--- config.mk ---
export PLATFORM = sky130hd
export DESIGN_NAME = lsu_mem_master
export DESIGN_NICKNAME = d
export VERILOG_FILES = /design/src/rtl/lsu_pkg.sv /design/src/rtl/lsu_lane_align.sv /design/src/rtl/lsu_mem_master.sv
export SDC_FILE = /design/constraint.sdc
export NUM_CORES = 1
export LEC_CHECK = 0
export ABC_AREA = 1
export BUFFER_PORTS_ARGS = -buffer_cell sky130_fd_sc_hd__buf_2
export CORE_UTILIZATION = 50
export CTS_CLUSTER_SIZE = 16
export DETAILED_ROUTE_END_ITERATION = 10
export GPL_TIMING_DRIVEN = 0
export PLACE_DENSITY = 0.87
export SLEW_MARGIN = 5
export SYNTH_ARGS = -nofsm -noshare
export SYNTH_HDL_FRONTEND = slang
export SYNTH_HIERARCHICAL = 1
export SYNTH_SLANG_ARGS = --single-unit
--- constraint.sdc ---
create_clock -name clk -period 5.4 [get_ports clk]
set_clock_uncertainty 0.2 [all_clocks]
set_input_delay 0.54 -clock clk [delete_from_list [all_inputs] [get_ports clk]]
set_output_delay 0.54 -clock clk [all_outputs]
set_load 0.05 [all_outputs]
--- src/rtl/lsu_pkg.sv ---
// Shared types and request classification for the load/store unit.
package lsu_pkg;

    localparam logic [2:0] F3_LB  = 3'b000;
    localparam logic [2:0] F3_LH  = 3'b001;
    localparam logic [2:0] F3_LW  = 3'b010;
    localparam logic [2:0] F3_LBU = 3'b100;
    localparam logic [2:0] F3_LHU = 3'b101;

    typedef enum logic [1:0] {
        IDLE = 2'd0,
        RD   = 2'd1,
        WR   = 2'd2,
        RESP = 2'd3
    } lsu_state_t;

    // Unsigned widths exist only for loads.
    function automatic logic lsu_f3_legal(input logic we, input logic [2:0] f3);
        case (f3)
            F3_LB, F3_LH, F3_LW: return 1'b1;
            F3_LBU, F3_LHU:      return !we;
            default:             return 1'b0;
        endcase
    endfunction

    function automatic logic lsu_misaligned(input logic [2:0] f3, input logic [1:0] lo);
        case (f3)
            F3_LH, F3_LHU: return lo[0];
            F3_LW:         return lo != 2'b00;
            default:       return 1'b0;
        endcase
    endfunction

    function automatic logic [1:0] lsu_align_lo(input logic [2:0] f3, input logic [1:0] lo);
        case (f3)
            F3_LH, F3_LHU: return {lo[1], 1'b0};
            F3_LW:         return 2'b00;
            default:       return lo;
        endcase
    endfunction

endpackage

--- src/rtl/lsu_lane_align.sv ---
// Byte/halfword lane steering: load extract with extension, store merge into the old word.
module lsu_lane_align
    import lsu_pkg::*;
(
    input  logic [2:0]  funct3,
    input  logic [1:0]  addr_lo,
    input  logic [31:0] load_word,
    input  logic [31:0] old_word,
    input  logic [31:0] store_data,
    output logic [31:0] load_data,
    output logic [31:0] store_word
);

    logic [7:0]  ld_byte;
    logic [15:0] ld_half;

    always_comb begin
        ld_byte   = load_word[{addr_lo, 3'b000} +: 8];
        ld_half   = addr_lo[1] ? load_word[31:16] : load_word[15:0];
        load_data = 32'd0;
        case (funct3)
            F3_LB:   load_data = {{24{ld_byte[7]}}, ld_byte};
            F3_LH:   load_data = {{16{ld_half[15]}}, ld_half};
            F3_LW:   load_data = load_word;
            F3_LBU:  load_data = {24'd0, ld_byte};
            F3_LHU:  load_data = {16'd0, ld_half};
            default: load_data = 32'd0;
        endcase
    end

    // Untouched lanes keep the value read back in RD.
    always_comb begin
        store_word = old_word;
        case (funct3)
            F3_LB: store_word[{addr_lo, 3'b000} +: 8] = store_data[7:0];
            F3_LH: begin
                if (addr_lo[1])
                    store_word[31:16] = store_data[15:0];
                else
                    store_word[15:0] = store_data[15:0];
            end
            F3_LW:   store_word = store_data;
            default: store_word = old_word;
        endcase
    end

endmodule

--- src/rtl/lsu_mem_master.sv ---
// Load/store unit driving a single-word data memory port.
// Optional LSU_MISALIGN_TRAP_EN: misaligned H/W accesses error out instead of being aligned down.
module lsu_mem_master
    import lsu_pkg::*;
#(
    parameter int ADDR_W    = 32,
    parameter int MEM_IDX_W = 16
) (
    input  logic              clk,
    input  logic              rst_n,
    input  logic              req_valid,
    output logic              req_ready,
    input  logic              req_we,
    input  logic [2:0]        req_funct3,
    input  logic [ADDR_W-1:0] req_addr,
    input  logic [31:0]       req_wdata,
    output logic              resp_valid,
    output logic [31:0]       resp_rdata,
    output logic              resp_err,
    output logic              mem_write_en,
    output logic [ADDR_W-1:0] mem_access_addr,
    output logic [31:0]       mem_write_data,
    input  logic [31:0]       mem_read_data
);

    lsu_state_t state, next_state;

    logic                 lat_we;
    logic [2:0]           lat_f3;
    logic [MEM_IDX_W-1:0] lat_idx;
    logic [1:0]           lat_lo;
    logic [31:0]          lat_wdata;
    logic                 lat_err;
    logic [31:0]          rd_word;
    logic [31:0]          rdata_q;

    logic                 accept;
    logic                 req_err;
    logic [1:0]           req_lo;
    logic [31:0]          load_data;
    logic [31:0]          store_word;
    logic                 unused_addr_bits;

    assign accept = req_valid && (state == IDLE);

`ifdef LSU_MISALIGN_TRAP_EN
    assign req_err = !lsu_f3_legal(req_we, req_funct3) || lsu_misaligned(req_funct3, req_addr[1:0]);
    assign req_lo  = req_addr[1:0];
`else
    assign req_err = !lsu_f3_legal(req_we, req_funct3);
    assign req_lo  = lsu_align_lo(req_funct3, req_addr[1:0]);
`endif

    assign unused_addr_bits = ^req_addr[ADDR_W-1:MEM_IDX_W+2];

    always_ff @(posedge clk or negedge rst_n) begin
        if (!rst_n)
            state <= IDLE;
        else
            state <= next_state;
    end

    // Full-word stores skip the read; errors skip memory entirely.
    always_comb begin
        next_state = state;
        case (state)
            IDLE: begin
                if (accept) begin
                    if (req_err)
                        next_state = RESP;
                    else if (req_we && (req_funct3 == F3_LW))
                        next_state = WR;
                    else
                        next_state = RD;
                end
            end
            RD:      next_state = lat_we ? WR : RESP;
            WR:      next_state = RESP;
            RESP:    next_state = IDLE;
            default: next_state = IDLE;
        endcase
    end

    always_ff @(posedge clk or negedge rst_n) begin
        if (!rst_n) begin
            lat_we    <= 1'b0;
            lat_f3    <= 3'd0;
            lat_idx   <= '0;
            lat_lo    <= 2'd0;
            lat_wdata <= 32'd0;
            lat_err   <= 1'b0;
            rd_word   <= 32'd0;
            rdata_q   <= 32'd0;
        end else begin
            if (accept) begin
                lat_we    <= req_we;
                lat_f3    <= req_funct3;
                lat_idx   <= req_addr[MEM_IDX_W+1:2];
                lat_lo    <= req_lo;
                lat_wdata <= req_wdata;
                lat_err   <= req_err;
                if (req_err)
                    rdata_q <= 32'd0;
            end
            if (state == RD) begin
                rd_word <= mem_read_data;
                if (!lat_we)
                    rdata_q <= load_data;
            end
            if (state == WR)
                rdata_q <= 32'd0;
        end
    end

    lsu_lane_align u_align (
        .funct3     (lat_f3),
        .addr_lo    (lat_lo),
        .load_word  (mem_read_data),
        .old_word   (rd_word),
        .store_data (lat_wdata),
        .load_data  (load_data),
        .store_word (store_word)
    );

    assign req_ready       = (state == IDLE);
    assign resp_valid      = (state == RESP);
    assign resp_err        = (state == RESP) && lat_err;
    assign resp_rdata      = rdata_q;
    assign mem_write_en    = (state == WR);
    assign mem_write_data  = (state == WR) ? store_word : 32'd0;
    assign mem_access_addr = {{(ADDR_W-MEM_IDX_W){1'b0}}, lat_idx};

endmodule

==> impl_results.md, run 1 <==
- Antenna cell count: 0
- Layout cell share with drive strength beyond 1: 21.52%
- H-Tree Depth: 4
- CP Class: reg2out
- Sw Share: 53.29%
- Warnings from Yosys: 6
- Slew headroom: 57.00%
- HPWL Detailed: 18,980 um
- Area leader, netlist: dfrtp_1
- GPL Wtd Cong: 0.9543
- Worst EP arrival: 3.36 ns
- Antenna violations before repair: 0
- Status: finished clean
- Ys async rst share: 100.0%
- Final worst setup slack: 1.302 ns
- CP Max Fanout: 12
- Clock Tree Root: clkbuf_16
- Initial core utilization: 51.04%
- Top-count cell post-synth: nand2_1
- Synth cell count leaders: nand2_1 (484), nor2_1 (191), inv_1 (134), dfrtp_1 (121), o21ai_0 (71)
- Tot GR Track Use: 30.67%
- Internal power: 3.373 mW
- Pwr/cell area: 729.0 nW/um^2
- Crit path max-delay cell type: clkbuf_1
- Max Fclk: 0.2440 GHz
- # fillers: 1,488
- Multi-input logic area: 4075 um^2
- CTS max path bufs: 2
- Comb power frac: 59.6%
- Sequential Area: 3028 um^2
- Iteration-0 DRC Markers: 828
- # DRC: 0
- Worst slew pin tran: 0.6451 ns
- Syn Inst Count: 1,244
- HP Class: in2reg
- Fin crit period: 4.098 ns
- Post-synth top area share: 37.62%
- DRT Pass-1 Iters: 6
- Max-cap violations: 0
- CP Data Required Time: 4.66 ns
- I/O Pins: 203
- Netlist Area Pre-Place: 8049 um^2
- Die footprint: 16,610 um^2
- Clk pwr share: 16.9%
- Row cnt: 46
- Flop pwr share: 23.5%
- Vias: 8,571
- Max stage delay on crit path: 0.52 ns
- First-pass GRT wire length: 38,630 um
- Worst-path clk slew: 0.06 ns
- Syn Area/Cell: 6.470 um^2
- Yosys cell types: 27
- #FFs+latches synth: 121
- Crit start category: register
- Vias in the first global route: 7,485
- Pleak: 5.794 nW
- PortBufs: 172
- Largest net degree at the start of global routing: 68
- Critical Path End Type: output port
- Drt total wl: 25,100 um
- Die width: 128.9 um
- # clock sinks: 121
- Crit-path most repeated cell: nand2_1
- Synth Flop Type: dfrtp_1
- Clk_lat worst skew: 0.42 ns
- Final Hold Vio Count: 0
- Synth top area cells: dfrtp_1 (38%), nand2_1 (23%), nor2_1 (8.9%)
- Area growth, synth to finish: 23.08%
- Setup TNS: 0 ns
- Crit share post-route: 75.90%
- Crit-path cells: inv_2 > clkbuf_1 > ha_1 > clkbuf_1 > inv_1 > nand2_1 > o21ai_0 > nand2_1 > nand3_1 > nand2_1 > inv_1 > buf_2
- Sequential area share after synthesis: 37.62%
- CTS tree: built
- Total gr overflow: 0
- Slew Viols, Final: 0
- Core box area: 15,770 um^2
- DR vias/cell: 5.102
- Pre-CTS setup slack: 1.811 ns
- VDD IR max: 0.0003581 V
- DRT antenna net count: 0
- Nets: 1,565
- Final setup fails: 0
- Net load switching power: 3.849 mW
- Per-cell routed wire length: 14.94 um
- RSZ-0062 raised after global routing: no
- Resized cells post-CTS: 0
- CTS Buf Count: 17
- Chip height: 128.9 um
- Number of synthesized flops with an enable pin: 0
-- stage by stage --
step / utilization [%] / instances / cell area [um^2] / hold WS (ns) / total power, mW
global placement: 58.57 / 1647 / 9236 / 0.2581 / 5.839
floorplan: - / 1259 / 8105 / 0.04441 / 4.814
global route: 62.82 / 1680 / 9907 / 0.1011 / 7.716
finish: 62.82 / 1680 / 9907 / 0.1068 / 7.222
detailed placement: 58.78 / 1648 / 9270 / 0.2595 / 5.912
CTS: 62.82 / 1680 / 9907 / 0.09670 / 7.168
-- area by class of cell --
| class | instances | share of cell area (%) |
|---|---|---|
| Tap cell | 216 | 2.728 |
| Timing Repair Buffer | 174 | 9.131 |
| Clock inverter | 11 | 1.718 |
| Buffer | 83 | 4.850 |
| Clock buffer | 20 | 4.610 |
| Sequential cell | 121 | 30.56 |
| Inverter | 139 | 5.266 |
| Multi-Input combinational cell | 916 | 41.13 |
-- cell families (layout without fill, tap and decap cells) --
| family | count (synthesis) | after routing | synth area share (%) |
|---|---|---|---|
| AO/OA/AOI/OAI | 117 | 117 | 7.648 |
| adder cells (fa/ha/maj) | 10 | 10 | 1.554 |
| buffers and inverters | 222 | 427 | 12.45 |
| flip-flops | 121 | 121 | 37.62 |
| multiplexers | 32 | 32 | 4.477 |
| other | 1 | 16 | 0.04659 |
| AND/OR/NAND/NOR | 741 | 741 | 36.20 |
-- state kept, by name, summed over array words and instances, names as in the netlist --
name and cells:
lat_idx 16, state 2, lat_wdata 32, lat_f3 3, lat_we 1, lat_lo 2
resp_rdata 32, rd_word 32, lat_err 1
-- layout by cell type, fill, tap and decap left out, types with 2 or more instances in the layout --
master,count
a21oi_1,34
buf_2,210
buf_4,22
buf_6,6
bufinv_16,4
clkbuf_1,18
clkbuf_16,17
clkbuf_8,2
clkinv_2,2
clkinvlp_4,3
conb_1,16
dfrtp_1,121
ha_1,10
inv_1,134
inv_2,4
mux2_2,32
nand2_1,484
nand3_1,48
nand3_2,2
nand4_1,9
nor2_1,191
nor2_2,2
nor2_4,2
o211ai_1,9
o21ai_0,71
-- worst paths after layout --
kind | startpoint | endpoint | slack, ns | cells past startpoint
min in group asynchronous | rst_n | lat_wdata[20]$_DFFE_PN0N_ | 0.44 | 2
max in group asynchronous | rst_n | resp_rdata[22]$_DFF_PN0_ | 3.87 | 3
min | req_wdata[22] | lat_wdata[22]$_DFFE_PN0N_ | 0.11 | 3
max | lat_lo[1]$_DFFE_PN0N_ | mem_write_data[26] | 1.30 | 12
max reg2reg | lat_lo[0]$_DFFE_PN0N_ | resp_rdata[0]$_DFF_PN0_ | 3.16 | 7
min reg2reg | lat_idx[14]$_DFFE_PN0N_ | lat_idx[14]$_DFFE_PN0N_ | 0.28 | 2
-- metal layers --
| metal | GRT usage (%) | vias up | share of wire (%) |
|---|---|---|---|
| li1 | - | 4180 | - |
| met1 | 40.17 | 3883 | 43 |
| met2 | 50.05 | 445 | 47 |
| met3 | 5.031 | 63 | 7.3 |
| met4 | 13.63 | 0 | 3.0 |
| met5 | 0 | - | 0 |
-- power groups by stage --
stage                     clock [mW]  combinational (mW)  sequential, mW
after floorplan                    0                2.79            2.02
after global placement             0                4.16            1.68
after detailed placement           0                4.23            1.68
after CTS                       1.23                4.26            1.68
after global routing            1.28                4.70            1.74
final                           1.22                4.30            1.70
-- critical path: cells and delay by family (launching register included) --
family                     cells  cell delay (ns)
AOI/OAI and AO/OA              1             0.27
and+or+nand+nor                4             0.45
buffers and inverters          6             1.38
DFF                            1             0.49
adders and majority gates      1             0.35
-- timing repair --
| action | in CTS | in global routing |
|---|---|---|
| endpoints found under the hold margin | 54 | 0 |
| buffers inserted | 0 | 0 |
| hold buffers | 1 | 0 |
Note: power is estimated with default switching activity, not from simulation.
==> run 2, diff against run 1 <==
CORE_UTILIZATION = 49   (was 50)
PLACE_DENSITY = 0.88   (was 0.87)
clock period = 3.7 ns   (was 5.4 ns; I/O delays follow)
==> run 2 against run 1 <==
Worst setup slack worse by 1.1 ns. First-iteration DRC count is 2.1% higher. Global-route usage is 3.3 points higher. Clock-buffer cell count is 1 lower. Core utilization is 2.7 points higher.
==> impl_results.md, run 2 (same netlist as run 1, synthesis figures left out) <==
- Status: finished clean (unchanged)
- Nets: 1,615 (was 1,565)
- HPWL Detailed: 19,490 um (was 18,980 um)
- Core box area: 15,940 um^2 (was 15,770 um^2)
- Final setup fails: 0 (unchanged)
- Vias: 9,109 (was 8,571)
- HP Class: in2reg (unchanged)
- Clk_lat worst skew: 0.42 ns (about the same)
- # fillers: 1,422 (was 1,488)
- Final instance area: 10,440 um^2 (was 9907 um^2)
- Worst EP arrival: 2.91 ns (was 3.36 ns)
- # clock sinks: 121 (unchanged)
- Initial core utilization: 50.49% (was 51.04%)
- Placed Instance Area: 9270 um^2 (unchanged)
- Pleak: 6.023 nW (was 5.794 nW)
- Commonest non-fill, non-tap cells in the layout: nand2_1 (484), buf_2 (210), nor2_1 (191) (unchanged)
- GPL Wtd Cong: 0.9880 (was 0.9543)
- PortBufs: 172 (unchanged)
- Fin crit period: 3.485 ns
- Slew headroom: 48.28% (was 57.00%)
- I/O Pins: 203 (unchanged)
- Layout cell share with drive strength beyond 1: 21.06% (was 21.52%)
- RSZ-0062 raised after global routing: no (unchanged)
- Most common cell after layout, fill and taps aside: nand2_1 (unchanged)
- Largest net degree at the start of global routing: 77 (was 68)
- First-pass GRT wire length: 43,170 um (was 38,630 um)
- CP Max Fanout: 12 (unchanged)
- Area growth, synth to finish: 29.71% (was 23.08%)
- Tot GR Track Use: 33.93% (was 30.67%)
- Final Hold Vio Count: 0 (unchanged)
- Worst setup startpoint: lat_lo[0]$_DFFE_PN0N_ (was lat_lo[1]$_DFFE_PN0N_)
- Die footprint: 16,940 um^2 (was 16,610 um^2)
- Hold_sp: req_addr[1] (was req_wdata[22])
- # DRC: 0 (unchanged)
- Max Fclk: 0.2870 GHz
- Clock Tree Root: clkbuf_16 (unchanged)
- Drt total wl: 27,900 um (was 25,100 um)
- Crit share post-route: 94.19%
- CP Class: reg2out (unchanged)
- Pwr/cell area: 1027 nW/um^2 (was 729.0 nW/um^2)
- Antenna violations before repair: 1 (was 0)
- Critical Path End Type: output port (unchanged)
- Slew Viols, Final: 0 (unchanged)
- Die width: 130.2 um (was 128.9 um)
- Per-cell routed wire length: 16.12 um (was 14.94 um)
- Max-cap violations: 0 (unchanged)
- CTS tree: built (unchanged)
- Antenna cell count: 0 (unchanged)
- Row cnt: 46 (unchanged)
- Crit start category: register (unchanged)
- DR vias/cell: 5.262 (was 5.102)
- DRT Pass-1 Iters: 5 (was 6)
- Worst reg2reg startpoint: lat_lo[0]$_DFFE_PN0N_ (unchanged)
- CTS Buf Count: 17 (unchanged)
- Vias in the first global route: 8,406 (was 7,485)
- Worst-path clk slew: 0.06 ns (about the same)
- CP Data Required Time: 3.13 ns (was 4.66 ns)
- Setup TNS: 0 ns (unchanged)
- CTS max path bufs: 2 (unchanged)
- H-Tree Depth: 4 (unchanged)
- Chip height: 130.2 um (was 128.9 um)
- Iteration-0 DRC Markers: 845 (was 828)
- DRT antenna net count: 0 (unchanged)
- Total gr overflow: 0 (unchanged)
- VDD IR max: 0.0006446 V (was 0.0003581 V)
- Hold slack final: 0.01238 ns (was 0.1068 ns)
- Worst slew pin tran: 0.7758 ns (was 0.6451 ns)
-- run 2: final timing paths --
| check | endpoint | slack [ns] | cells after the start |
|---|---|---|---|
| worst max-delay path | mem_write_data[26] | 0.22 | 11 |
| worst min-delay path | lat_lo[1]$_DFFE_PN0N_ | 0.01 | 3 |
| worst max register to register | resp_rdata[28]$_DFF_PN0_ | 1.58 | 7 |
| worst min register to register | lat_wdata[25]$_DFFE_PN0N_ | 0.28 | 2 |
| max in group asynchronous | resp_rdata[28]$_DFF_PN0_ | 2.35 | 3 |
| min in group asynchronous | lat_wdata[23]$_DFFE_PN0N_ | 0.22 | 2 |
-- run 2: per-stage QoR --
stage,total power [mW],util (%),std cells,setup slack [ns]
after floorplan,7.026,-,1259,0.9701
after global placement,8.518,57.93,1647,0.3133
after detailed placement,8.651,58.15,1648,0.3054
after CTS,10.55,65.49,1732,0.01503
after global routing,11.42,65.48,1731,0.08390
final,10.73,65.48,1731,0.2151
-- run 2: report_power, final --
group / total (mW) / leakage (nW) / internal (mW) / switching, mW
clock network: 1.83 / 0.307 / 1.17 / 0.656
logic: 6.43 / 4.21 / 1.89 / 4.54
registers: 2.47 / 1.51 / 1.92 / 0.553
-- run 2: timing repair --
item / CTS / global route
hold buffers: 53 / 0
setup endpoints to repair: 24 / 32
setup buffers: 0 / 0
gates cloned: 0 / 0
gates resized for setup: 0 / 4
endpoints found under the hold margin: 97 / 0
-- run 2: routing by layer --
metal	wire, um	global-route usage [%]	share of wire, %	vias to the layer above
li1	-	-	-	4275
met1	11400	44.04	41	4219
met2	12850	55.04	46	542
met3	2687	6.109	9.6	71
met4	940	15.60	3.4	2
met5	18	0	0.065	-
-- run 2: layout make-up --
type	instances	area, um^2	share of cell area (%)
sequential	121	3028	29.00
tap	216	270.3	2.589
timing repair buffer	226	1425	13.65
clock buffer	19	452.9	4.338
multi-input combinational	916	4075	39.03
buffer	81	475.5	4.554
inverter	139	521.8	4.998
clock inverter	13	191.4	1.834
-- run 2: worst max-delay path: stages, from the launching register on --
cell	delay, ns
dfrtp_1	0.45
inv_1	0.14
clkbuf_2	0.25
ha_1	0.48
inv_1	0.12
nand2_1	0.17
o21ai_0	0.31
nand2_1	0.09
nand3_1	0.09
nand2_1	0.07
inv_1	0.06
buf_2	0.26
